--- src/rtl/reg_access_master_if.sv ---
// Command/response handshake bundle between a requester and reg_access_master.
// The requester drives cmd_* and rsp_ready; the master side answers with cmd_ready and rsp_*.
interface reg_access_master_if;
  logic        cmd_valid;
  logic        cmd_ready;
  logic        cmd_write;
  logic [31:0] cmd_addr;
  logic [31:0] cmd_wdata;
  logic        rsp_valid;
  logic        rsp_ready;
  logic [31:0] rsp_rdata;
  logic        rsp_error;

  modport master (
    output cmd_valid, cmd_write, cmd_addr, cmd_wdata, rsp_ready,
    input  cmd_ready, rsp_valid, rsp_rdata, rsp_error
  );

  modport slave (
    input  cmd_valid, cmd_write, cmd_addr, cmd_wdata, rsp_ready,
    output cmd_ready, rsp_valid, rsp_rdata, rsp_error
  );
endinterface

--- src/rtl/reg_access_master.sv ---
// Turns single read/write commands into register-block strobe sequences, caching the
// last accepted register number so repeat accesses skip the select/check phase.
module reg_access_master #(
  parameter int unsigned RD_LATENCY = 1
) (
  input  logic                clk,
  input  logic                reset,
  reg_access_master_if.slave  bus,
  output logic [31:0]         reg_bus_o,
  output logic                reg_num_le_o,
  output logic                wr_en_o,
  output logic                rd_en_o,
  input  logic                illegal_reg_num_i,
  input  logic [31:0]         reg_rdata_i,
  output logic                busy_o
);

  typedef enum logic [2:0] {
    IDLE,
    SEL,
    CHK,
    WR,
    RD,
    RWAIT,
    RSP
  } state_e;

  localparam logic [2:0] WAIT_INIT = 3'(RD_LATENCY);

  state_e      state_q, state_d;
  logic        write_q, write_d;
  logic [31:0] addr_q, addr_d;
  logic [31:0] wdata_q, wdata_d;
  logic [31:0] last_addr_q, last_addr_d;
  logic        cache_valid_q, cache_valid_d;
  logic [2:0]  wait_q, wait_d;
  logic [31:0] rsp_rdata_q, rsp_rdata_d;
  logic        rsp_error_q, rsp_error_d;
  logic [31:0] reg_bus_q, reg_bus_d;
  logic        reg_num_le_q, reg_num_le_d;
  logic        wr_en_q, wr_en_d;
  logic        rd_en_q, rd_en_d;
  logic        cache_hit;

  assign cache_hit = cache_valid_q && (bus.cmd_addr == last_addr_q);

  always_comb begin
    state_d       = state_q;
    write_d       = write_q;
    addr_d        = addr_q;
    wdata_d       = wdata_q;
    last_addr_d   = last_addr_q;
    cache_valid_d = cache_valid_q;
    wait_d        = wait_q;
    rsp_rdata_d   = rsp_rdata_q;
    rsp_error_d   = rsp_error_q;

    case (state_q)
      IDLE: begin
        if (bus.cmd_valid) begin
          write_d = bus.cmd_write;
          addr_d  = bus.cmd_addr;
          wdata_d = bus.cmd_wdata;
          if (cache_hit) state_d = bus.cmd_write ? WR : RD;
          else           state_d = SEL;
        end
      end
      SEL: state_d = CHK;
      CHK: begin
        if (illegal_reg_num_i) begin
          cache_valid_d = 1'b0;
          rsp_error_d   = 1'b1;
          rsp_rdata_d   = '0;
          state_d       = RSP;
        end else begin
          last_addr_d   = addr_q;
          cache_valid_d = 1'b1;
          state_d       = write_q ? WR : RD;
        end
      end
      WR: begin
        rsp_rdata_d = '0;
        rsp_error_d = 1'b0;
        state_d     = RSP;
      end
      RD: begin
        wait_d  = WAIT_INIT;
        state_d = RWAIT;
      end
      RWAIT: begin
        if (wait_q == 3'd1) begin
          rsp_rdata_d = reg_rdata_i;
          rsp_error_d = 1'b0;
          state_d     = RSP;
        end else begin
          wait_d = wait_q - 3'd1;
        end
      end
      RSP: begin
        if (bus.rsp_ready) state_d = IDLE;
      end
      default: state_d = IDLE;
    endcase

    // Strobes and bus are decoded from the next state so they appear registered
    // in the very cycle the FSM occupies SEL/WR/RD.
    reg_num_le_d = (state_d == SEL);
    wr_en_d      = (state_d == WR);
    rd_en_d      = (state_d == RD);
    reg_bus_d    = '0;
    if (state_d == SEL)     reg_bus_d = addr_d;
    else if (state_d == WR) reg_bus_d = wdata_d;
  end

  always_ff @(posedge clk) begin
    if (reset) begin
      state_q       <= IDLE;
      write_q       <= 1'b0;
      addr_q        <= '0;
      wdata_q       <= '0;
      last_addr_q   <= '0;
      cache_valid_q <= 1'b0;
      wait_q        <= '0;
      rsp_rdata_q   <= '0;
      rsp_error_q   <= 1'b0;
      reg_bus_q     <= '0;
      reg_num_le_q  <= 1'b0;
      wr_en_q       <= 1'b0;
      rd_en_q       <= 1'b0;
    end else begin
      state_q       <= state_d;
      write_q       <= write_d;
      addr_q        <= addr_d;
      wdata_q       <= wdata_d;
      last_addr_q   <= last_addr_d;
      cache_valid_q <= cache_valid_d;
      wait_q        <= wait_d;
      rsp_rdata_q   <= rsp_rdata_d;
      rsp_error_q   <= rsp_error_d;
      reg_bus_q     <= reg_bus_d;
      reg_num_le_q  <= reg_num_le_d;
      wr_en_q       <= wr_en_d;
      rd_en_q       <= rd_en_d;
    end
  end

  assign bus.cmd_ready = (state_q == IDLE) && !reset;
  assign bus.rsp_valid = (state_q == RSP) && !reset;
  assign bus.rsp_rdata = rsp_rdata_q;
  assign bus.rsp_error = rsp_error_q;
  assign busy_o        = (state_q != IDLE) && !reset;
  assign reg_bus_o     = reg_bus_q;
  assign reg_num_le_o  = reg_num_le_q;
  assign wr_en_o       = wr_en_q;
  assign rd_en_o       = rd_en_q;

  a_strobe_onehot: assert property (@(posedge clk) disable iff (reset)
    $onehot0({reg_num_le_q, wr_en_q, rd_en_q}));

  a_strobe_single: assert property (@(posedge clk) disable iff (reset)
    (reg_num_le_q || wr_en_q || rd_en_q) |=> !(reg_num_le_q || wr_en_q || rd_en_q));

endmodule

--- src/flat_wrapper.sv ---
// flat-port wrapper written by rule: the top's interface ports become plain ports
module reg_access_master_flat 
#(
  parameter int unsigned RD_LATENCY = 1
)
  (clk, reset, reg_bus_o, reg_num_le_o, wr_en_o, rd_en_o, illegal_reg_num_i, reg_rdata_i, busy_o, bus_cmd_valid, bus_cmd_write, bus_cmd_addr, bus_cmd_wdata, bus_rsp_ready, bus_cmd_ready, bus_rsp_valid, bus_rsp_rdata, bus_rsp_error);
  reg_access_master_if bus_i ();
  input  logic clk;
  input  logic reset;
  output logic [31:0] reg_bus_o;
  output logic reg_num_le_o;
  output logic wr_en_o;
  output logic rd_en_o;
  input  logic illegal_reg_num_i;
  input  logic [31:0] reg_rdata_i;
  output logic busy_o;
  input wire logic [$bits(bus_i.cmd_valid)-1:0] bus_cmd_valid;
  input wire logic [$bits(bus_i.cmd_write)-1:0] bus_cmd_write;
  input wire logic [$bits(bus_i.cmd_addr)-1:0] bus_cmd_addr;
  input wire logic [$bits(bus_i.cmd_wdata)-1:0] bus_cmd_wdata;
  input wire logic [$bits(bus_i.rsp_ready)-1:0] bus_rsp_ready;
  output wire logic [$bits(bus_i.cmd_ready)-1:0] bus_cmd_ready;
  output wire logic [$bits(bus_i.rsp_valid)-1:0] bus_rsp_valid;
  output wire logic [$bits(bus_i.rsp_rdata)-1:0] bus_rsp_rdata;
  output wire logic [$bits(bus_i.rsp_error)-1:0] bus_rsp_error;
  assign bus_i.cmd_valid = bus_cmd_valid;
  assign bus_i.cmd_write = bus_cmd_write;
  assign bus_i.cmd_addr = bus_cmd_addr;
  assign bus_i.cmd_wdata = bus_cmd_wdata;
  assign bus_i.rsp_ready = bus_rsp_ready;
  assign bus_cmd_ready = bus_i.cmd_ready;
  assign bus_rsp_valid = bus_i.rsp_valid;
  assign bus_rsp_rdata = bus_i.rsp_rdata;
  assign bus_rsp_error = bus_i.rsp_error;
  reg_access_master #(.RD_LATENCY(RD_LATENCY)) u_core (.clk(clk), .reset(reset), .bus(bus_i), .reg_bus_o(reg_bus_o), .reg_num_le_o(reg_num_le_o), .wr_en_o(wr_en_o), .rd_en_o(rd_en_o), .illegal_reg_num_i(illegal_reg_num_i), .reg_rdata_i(reg_rdata_i), .busy_o(busy_o));
endmodule
--- config.mk ---
export PLATFORM = sky130hd
export DESIGN_NAME = reg_access_master_flat
export DESIGN_NICKNAME = d
export VERILOG_FILES = /design/src/rtl/reg_access_master_if.sv /design/src/rtl/reg_access_master.sv /design/src/flat_wrapper.sv
export SDC_FILE = /design/constraint.sdc
export NUM_CORES = 1
export LEC_CHECK = 0
export CORE_ASPECT_RATIO = 0.5
export CORE_MARGIN = 5
export CORE_UTILIZATION = 46
export CTS_BUF_LIST = sky130_fd_sc_hd__clkbuf_2 sky130_fd_sc_hd__clkbuf_4 sky130_fd_sc_hd__clkbuf_8
export DETAILED_ROUTE_END_ITERATION = 16
export GPL_TIMING_DRIVEN = 0
export PLACE_DENSITY = 0.78
export SLEW_MARGIN = 25
export SYNTH_ARGS = -nofsm -noshare
export SYNTH_HDL_FRONTEND = slang
export SYNTH_SLANG_ARGS = --single-unit
export TNS_END_PERCENT = 100
--- constraint.sdc ---
create_clock -name clk -period 1.8 [get_ports clk]
set_input_delay 0.18 -clock clk [delete_from_list [all_inputs] [get_ports clk]]
set_output_delay 0.18 -clock clk [all_outputs]
set_load 0.05 [all_outputs]
==> results_dict.tcl <==
set metrics [dict create \
    drt-pass1-iter-count 5 \
    grt_pass1_wl_mm 33.06 \
    die-width_um 184.5 \
    post-route-util_pct 68.70 \
    synth_cell_types 48 \
    floorplan.die.height_um 97.24 \
    detailedRoute.firstIterationViolations 498 \
    gp_congestion 0.9250 \
    design.portCount 173 \
    post_synth.cell_area_avg_um2 8.405 \
    port_buffers 171 \
    ctsRootBufferMaster "clkbuf_8" \
    cts_tree "yes" \
    first_global_vias 6627 \
    timing.critical_path.slowest_stage_cell "dfxtp_2" \
    floorplan.die_area_um2 17940 \
    layout_cells_sized_above_1_pct 17.11 \
    synth-seq-cells 172 \
    timing.critical_path.from "u_core.last_addr_q[14]" \
    tns_ns -6.768 \
    total_leakage_power_nw 4.337 \
    rsz0062_at_grt "true" \
    num-nets-final 1143 \
    floorplan.core_area_um2 14700 \
    post-route-min-period_ns 2.022 \
    hp-class "primary input to flip-flop" \
    yosysWarnings 0 \
    worst-setup-path-type "flip-flop to flip-flop" \
    timing_worst_slew_pin_value_ns 0.5610 \
    final-max-slew-violation-count 0 \
    routed_via_density 5.342 \
    final.setup.worst_slack_ns -0.2217 \
    netlist_area_um2 7002 \
    status "finished with violations" \
    synth.top_cells.by_area "dfxtp_1 49%, nand2_1 13%, a21oi_1 9.6%, o22ai_2 5.4%, mux2i_1 4.3%" \
    antenna_found_initial 0 \
    rrSetupSlack_ns -0.22 \
    ctsLongestPathBuffers 2 \
    vdd_ir_drop_max_mv 0.5483 \
    max_cap_viol_count 0 \
    fin_crit_sh_pct 112.3 \
    slew-limit-headroom_pct 62.60 \
    overall_track_demand_over_capacity_in_global_routing_pct 22.77 \
    insertedDiodeCount 0 \
    area_growth_pct 44.23 \
    via_count_of_the_routed_design 6677 \
    synth_enable_flop_cells 0 \
    pwr_density_nw_per_um2 932.9 \
    cell_row_count 31 \
    arrival_ns 2.42 \
    max_freq_mhz 494.6 \
    synth.most_common_cell "nand2_1" \
    synth_top_flop_cell "dfxtp_1" \
    cts_max_level 4 \
    synth.yosys.seq_area_share_pct 49.18 \
    timing.critical_path.from_type "flip-flop" \
    critPathCaptureType "flip-flop" \
    grt_overflow 0 \
    path_max_fanout 5 \
    antenna_violating_nets_post_route 0 \
    synthesized_netlist_cell_count 833 \
    holdCritStartpoint "reg_rdata_i[30]" \
    initial_core_utilization_pct 47.63 \
    route.detailed.drc 0 \
    max_stage_delay_ns 0.35 \
    crit_top_cell "nand3_2" \
    critical_path_required_ns 2.20 \
    detail_route.wl_per_cell_um 17.22 \
    synthesis.nets 937 \
    fin_skew_ns 0.01614 \
    critical-path-top-delay-family "simple AND/OR/NAND/NOR gates" \
    cts.clk_slew.worst_paths_ns 0.10 \
    critPathBufInv 1 \
    async_reset_ff_share_pct 0 \
    hpwl_mm 14.71 \
    finalHoldViolations 0 \
    violated_checks "negative setup slack" \
    numClockSinks 172 \
    route.final.wire_length_mm 21.52 \
    clk_latency_ns 0.47 \
    setup-violations-final 37 \
    netlist_top_cells_count "234 x nand2_1, 172 x dfxtp_1, 134 x a21oi_1, 43 x clkbuf_1, 37 x inv_1" \
    area_share_of_the_leading_cell_type_in_the_synthesized_netlist_pct 49.18 \
    synth_largest_area_cell "dfxtp_1" \
    total_cts_buffers 17 \
    path_cells "xnor2_2 > nand3_2 > nor4_2 > nand3_2 > buf_6 > o41ai_4 > and4_1" \
    grt_start_max_net_pins 17 \
    reg2reg_from "u_core.last_addr_q[14]" \
]
## worst reg2reg max path, cell delays in order (launching register included)
cell     delay [ns]
dfxtp_2        0.35
xnor2_2        0.22
nand3_2        0.12
nor4_2         0.32
nand3_2        0.18
buf_6          0.18
o41ai_4        0.32
and4_1         0.25
## where the power goes
group / switching, mW / leakage [nW] / internal, mW
Sequential: 0.0962 / 1.40 / 4.03
Combinational: 1.41 / 2.73 / 1.04
Clock: 1.53 / 0.203 / 1.32
Total: 3.04 / 4.34 / 6.38
## placed cells by master, fill, tap and decap left out, drive strengths merged, types with 2 or more instances in the layout
cell type,instances
a21oi,134
a22oi,2
a32oi,2
and2,4
and4,2
buf,43
bufinv,2
clkbuf,54
clkdlybuf4s50,104
clkinv,3
clkinvlp,2
dfxtp,172
dlygate4sd2,34
dlymetal6s2s,30
ha,2
inv,44
mux2i,30
nand2,234
nand2b,5
nand3,36
nand4,3
nor2,12
nor2b,4
nor3,4
nor4,5
o21ai,6
o22ai,32
o31ai,3
or3,2
xnor2,15
xor2,12
## area by class of cell
type                    instances  area [um^2]
fillers                      1096         4602
multi-input cells             563         3470
flip-flops and latches        172         3455
repair buffers                190         1951
plain buffers                  57        425.4
clock buffers                  19        255.2
well taps                     198        247.7
clock inverters                13        152.6
inverters                      38        142.6
## final timing paths
check,endpoint,cells after the start
max,u_core.rd_en_o,7
min,u_core.bus.rsp_rdata[30],3
max reg2reg,u_core.rd_en_o,7
min reg2reg,u_core.bus.rsp_rdata[28],2
## timing repair
item / CTS / global route
setup endpoints to repair: 199 / 124
gates cloned: 2 / 0
hold buffers: 0 / 0
hold endpoints to repair: 0 / 0
buffers inserted: 12 / 5
pin swaps: 11 / 9
gates resized for setup: 129 / 91
## per-layer routing
layer / GRT usage [%] / part of all wire, % / routed length (um)
met5: 0 / 0 / 0
met4: 7.041 / 1.9 / 408
met3: 5.909 / 7.5 / 1623
met2: 39.75 / 49 / 10570
met1: 27.50 / 41 / 8916
## sequential cells by signal, summed over array words and instances (netlist names), 3 cells and up
register and cells:
u_core.wait_q 3, u_core.bus.rsp_rdata 32, u_core.last_addr_q 32, u_core.wdata_q 32, u_core.reg_bus_o 32, u_core.state_q 3
u_core.addr_q 32
## through the flow
step | cell area, um^2 | worst slack, ns | hold slack, ns | power (mW) | std cells
4_1_cts | 9801 | -0.1623 | 0.2534 | 9.288 | 1245
3_3_place_gp | 9036 | -0.8375 | 0.4343 | 6.174 | 1202
5_1_grt | 10100 | -0.3006 | 0.2556 | 9.787 | 1250
3_5_place_dp | 9036 | -0.8272 | 0.4400 | 6.209 | 1202
2_1_floorplan | 7077 | -0.01964 | 0.2756 | 5.494 | 833
6_report | 10100 | -0.2217 | 0.2721 | 9.421 | 1250
## cell families after synthesis
group                    Yosys count  synth area share [%]
multiplexers                      30                 4.289
adder cells (fa/ha/maj)            2                0.3573
buffers and inverters             98                 5.807
AO/OA/AOI/OAI                    189                 18.01
AND/OR/NAND/NOR                  315                 18.98
flip-flops                       172                 49.18
XOR/XNOR                          27                 3.377
Power figures use the tool's default switching activity.
==> edit 1, RTL diff (same flow settings) <==
Encoding of `state_e`: now one-hot (7 bits for 7 states).
--- a/src/rtl/reg_access_master.sv
+++ b/src/rtl/reg_access_master.sv
@@ -15,14 +15,14 @@
   output logic                busy_o
 );
 
-  typedef enum logic [2:0] {
-    IDLE,
-    SEL,
-    CHK,
-    WR,
-    RD,
-    RWAIT,
-    RSP
+  typedef enum logic [6:0] {
+    IDLE  = 7'b0000001,
+    SEL   = 7'b0000010,
+    CHK   = 7'b0000100,
+    WR    = 7'b0001000,
+    RD    = 7'b0010000,
+    RWAIT = 7'b0100000,
+    RSP   = 7'b1000000
   } state_e;
 
   localparam logic [2:0] WAIT_INIT = 3'(RD_LATENCY);
Check against the original RTL: same outputs for any inputs over 10 cycles, from zero or initial values and one cycle with reset high; not proved beyond that.
==> edit 1 against the original RTL <==
  * Routed wire length grew 60%
  * Worst hold slack gained 6.7 ps
  * Worst setup slack lost 990 ps
  * Highest routed layer is now met5
  * The flow still finishes with violations (setup timing)
  * Power increased by 4.4%
  * Design area rose by 26%
  * Sequential cell count rose by 4
  * Critical endpoint is now u_core.reg_bus_o[27]$_SDFF_PP0_
  * Area after synthesis increased by 0.73%
==> edit 1: results <==
group,metric,value,unit
cells_and_area,nFillCells,708,
synthesis,synthDistinctLibCells,37,
cells_and_area,nets,1155,
timing,finalSetupTns,-109860,ps
timing,maxSlewHeadroom,0.393,
global_route,grt_pass1_wl,40.0,mm
power,peakVddDrop,558,uV
cells_and_area,utilization,0.833,
placed_design,dpl-instance-area,9390,sq um
timing,setup_ws,-1210,ps
synthesis,synth.area.top_cells,"dfxtp_1 50%, nand2_1 8.9%, a21oi_1 7.5%, a2111oi_2 6.0%, mux2i_1 4.5%",
hold_path,hold_path_class,"in -> reg",
synthesis,synth-xor-area-share,0.0435,
synthesis,yosysWarnings,0,
timing,holdWs,279,ps
detailed_routing,drt-total-wl,34.4,mm
clock_tree,cts.clk_slew.worst_paths,100,ps
detailed_routing,viasPerCell,6.38,
synthesis,synth_compound_area_frac,0.189,
synthesis,ys_async_sr_fraction,0,
worst_setup_path,crit_slowest_cell,"or4_4",
clock_tree,cts_resized,263,
global_route,grt_pass1_vias,7279,
worst_setup_path,start_kind,"flip-flop",
global_route,grt_max_degree,17,
detailed_routing,dr.pass1.iters,6,
clock_tree,worstSkewPairLatency,470,ps
worst_setup_path,cp-endpoint,"u_core.reg_bus_o[27]$_SDFF_PP0_",
timing,fin_skew,21.6,ps
synthesis,yosysSeqAreaShare,0.500,
worst_setup_path,r2r-end,"u_core.reg_bus_o[27]$_SDFF_PP0_",
synthesis,synth_mux_area_frac,0.0454,
run_status,violations,"setup timing",
power,p_leak,5.18,nW
detailed_routing,avgRoutedWirePerCell,27.1,um
cells_and_area,drive_above_1_share,0.421,
global_route,antenna_found_initial,1,
synthesis,syn-instance-count,783,
placed_design,dp_hpwl,16.1,mm
global_route,grt_util_all_layers,0.283,
worst_setup_path,cp_slowest_stage_delay,640,ps
clock_tree,post_cts_buffers,41,
clock_tree,clock_path_buffers,2,
detailed_routing,first_iter_violations,951,
worst_setup_path,required,2160,ps
run_status,outcome,"finished with violations",
synthesis,yosys-top-cells-count,"176 x dfxtp_1, 168 x nand2_1, 105 x a21oi_1, 43 x nor2_1, 41 x clkbuf_1",
synthesis,syn_nets,887,
clock_tree,numCtsBuffers,17,
placed_design,place.gp.congestion,0.880,
clock_tree,htreeDepth,4,
timing,setup_viol,182,
placed_design,dp_slack,-1620,ps
worst_setup_path,r2r-start,"u_core.state_q[2]$_SDFF_PP0_",
worst_setup_path,reg2reg_depth,8,
synthesis,synthAdderAreaFrac,0.00355,
placed_design,port_buffers,171,
hold_path,min_from,"reg_rdata_i[30]",
edit 1: per-layer routing:
metal / part of all wire / GRT usage
met5: 0.00038 / 0
met4: 0.075 / 0.128
met3: 0.10 / 0.0576
met2: 0.46 / 0.478
met1: 0.37 / 0.348
edit 1: cells by family after synthesis:
logic type / count (synthesis)
AND/OR/NAND/NOR: 283
AO/OA/AOI/OAI: 181
flip-flops: 176
buffers and inverters: 74
XOR/XNOR: 35
multiplexers: 32
adder cells (fa/ha/maj): 2
edit 1: cell type report:
type | count | area share
multi-input cells | 534 | 0.403
clock inverters | 12 | 0.0105
repair buffers | 258 | 0.220
plain buffers | 55 | 0.0422
clock buffers | 20 | 0.0212
well taps | 204 | 0.0201
inverters | 9 | 0.00266
flip-flops and latches | 176 | 0.280
edit 1: power breakdown:
group          switching [mW]  total (mW)  internal [mW]  leakage, nW
logic                    1.47        2.64           1.17         3.54
registers               0.163        4.25           4.08         1.44
clock network            1.61        2.94           1.33        0.199
total                    3.24        9.83           6.59         5.18
==> edit 2, RTL diff (same flow settings) <==
Made on the original files. Make the reset (`reset`) asynchronous in one clocked block.
--- a/src/rtl/reg_access_master.sv
+++ b/src/rtl/reg_access_master.sv
@@ -112,7 +112,7 @@
     else if (state_d == WR) reg_bus_d = wdata_d;
   end
 
-  always_ff @(posedge clk) begin
+  always_ff @(posedge clk or posedge reset) begin
     if (reset) begin
       state_q       <= IDLE;
       write_q       <= 1'b0;
Check against the original RTL: differs if reset is asserted again (counterexample within 4 cycles, from zero or initial values and one cycle with reset high); with reset held inactive, the same outputs for 10 cycles.
==> edit 2 against the original RTL <==
  * The run still ends with setup timing left
  * Largest cell class is now sequential cells
  * Routed wire length is 22% higher
  * Worst setup slack lost 430 ps
  * Clock skew grew 8.1 ps
  * Area after synthesis increased by 13%
  * Sequential cell count unchanged
  * Design area grew 20%
Power is not compared: it rests on default switching activity, and its combinational part moved more than twofold at a synthesized area within 25%.
==> edit 2: results <==
group,metric,value,unit
hold_path,min_from,"reg_rdata_i[14]",
cells_and_area,nFillCells,990,
detailed_routing,drt-total-wl,26.3,mm
hold_path,min_path_cells,3,
timing,setup_viol,76,
detailed_routing,first_iter_violations,425,
cells_and_area,drive_above_1_share,0.319,
timing,setup_ws,-650,ps
synthesis,yosysSeqAreaShare,0.544,
global_route,grt_util_all_layers,0.227,
hold_path,worstHoldEndpoint,"u_core.bus.rsp_rdata[14]$_DFFE_PP0P_",
clock_tree,htreeDepth,4,
global_route,grt_max_degree,34,
cells_and_area,instances_no_fill,1156,
detailed_routing,wl_met1,11.0,mm
timing,fin_skew,24.3,ps
placed_design,place.gp.congestion,0.847,
detailed_routing,viasPerCell,5.66,
worst_setup_path,cp_max_fo,6,
synthesis,synthDistinctLibCells,42,
synthesis,synth.area.top_cells,"dfrtp_1 54%, mux2_2 9.1%, a2111oi_2 6.1%, mux2i_1 4.0%, a22o_1 3.7%",
timing,holdWs,247,ps
timing,fin_crit,2450,ps
placed_design,dp_hpwl,15.3,mm
global_route,grt_pass1_wl,35.8,mm
clock_tree,numCtsBuffers,17,
worst_setup_path,r2r-start,"u_core.last_addr_q[7]$_DFFE_PP0P_",
detailed_routing,route.met3.wl,1.63,mm
synthesis,ys_async_sr_fraction,1.00,
timing,worst_slew_pin_slew,639,ps
worst_setup_path,r2r-end,"u_core.reg_bus_o[5]$_DFF_PP0_",
synthesis,synth_edf_count,0,
global_route,antenna_found_initial,1,
detailed_routing,dr_wl_met2,13.0,mm
placed_design,port_buffers,172,
synthesis,synth.avg_cell_area,11.8,sq um
hold_path,hold_path_class,"in -> reg",
global_route,grt_pass1_vias,6501,
cells_and_area,nets,1020,
placed_design,dpl.cell_count,1078,
detailed_routing,dr.pass1.iters,5,
placed_design,dp_slack,-996,ps
synthesis,yosys-top-cells-count,"172 x dfrtp_1, 77 x nand2_1, 64 x mux2_2, 38 x nor2_1",
run_status,violations,"setup timing",
clock_tree,cts.clk_slew.worst_paths,110,ps
run_status,outcome,"finished with violations",
detailed_routing,highest-signal-layer,"met5",
synthesis,syn_nets,777,
edit 2: cell types whose count changed after synthesis, sizes merged, moves of 14 or more:
cell	before	now
a2111oi	0	32
dfrtp	0	172
xnor2	15	29
o22ai	32	0
a21oi	134	5
dfxtp	172	0
mux2	0	64
clkbuf	43	19
a22o	0	33
nor2	12	39
and2	4	34
nand2	234	77
edit 2: worst max-delay path, stage by stage, from the launching register on:
cell and delay, ps:
dfrtp_1 410, xnor2_1 180, nand4_1 280, nor4_4 420, nand3_4 240, clkbuf_4 250, a22o_1 230, a2111oi_2 340
edit 2: how the worst max path moves through the flow:
stage                                                   from                              to  slack, ps  cells past startpoint
after floorplan                                        reset      u_core.addr_q[0]$_DFF_PP0_       -580                      1
after global placement                                 reset  u_core.reg_bus_o[16]$_DFF_PP0_      -2030                      2
after detailed placement                    bus_cmd_addr[26]  u_core.reg_bus_o[11]$_DFF_PP0_      -1000                      8
after CTS                 u_core.last_addr_q[15]$_DFFE_PP0P_  u_core.reg_bus_o[11]$_DFF_PP0_       -410                      7
after global routing      u_core.last_addr_q[18]$_DFFE_PP0P_   u_core.reg_bus_o[5]$_DFF_PP0_       -700                      7
final                      u_core.last_addr_q[7]$_DFFE_PP0P_   u_core.reg_bus_o[5]$_DFF_PP0_       -650                      7
edit 2: per-layer routing:
metal | up-vias | global-route usage
met2 | 309 | 0.383
met5 | - | 0
met4 | 2 | 0.0643
met1 | 3331 | 0.303
li1 | 2837 | -
met3 | 66 | 0.0509
edit 2: logic make-up after synthesis:
| group | Yosys count | share of synthesized area |
|---|---|---|
| and+or+nand+nor | 208 | 0.124 |
| adders and majority gates | 2 | 0.00316 |
| AOI/OAI and AO/OA | 86 | 0.115 |
| DFF | 172 | 0.544 |
| muxes | 96 | 0.132 |
| xor gates and xnor gates | 32 | 0.0354 |
| buffers and inverters | 77 | 0.0463 |
edit 2: cell type report:
cell class,count,area (sq um),share of cell area
flip-flops and latches,172,4310,0.354
multi-input cells,424,4090,0.337
repair buffers,225,2400,0.197
plain buffers,40,531,0.0436
well taps,227,284,0.0234
clock buffers,17,234,0.0192
clock inverters,15,168,0.0138
inverters,36,143,0.0117
edit 2: where the power goes:
group	switching (mW)	total (mW)	internal (mW)
Sequential	1.13	6.70	5.57
Clock	1.68	2.86	1.17
Combinational	7.55	13.3	5.74
edit 2: metrics by stage:
stage	TNS (ps)	area (sq um)
after floorplan	-104560	7950
after global placement	-395960	9960
after detailed placement	-50770	10100
after CTS	-13460	11300
after global routing	-26480	12200
final	-22090	12200
edit 2: timing repair:
| item | in CTS | in global routing |
|---|---|---|
| pin swaps | 17 | 45 |
| resized for setup | 215 | 140 |
| gates cloned | 5 | 5 |
| buffers inserted | 22 | 18 |
| endpoints found under the setup margin | 187 | 140 |
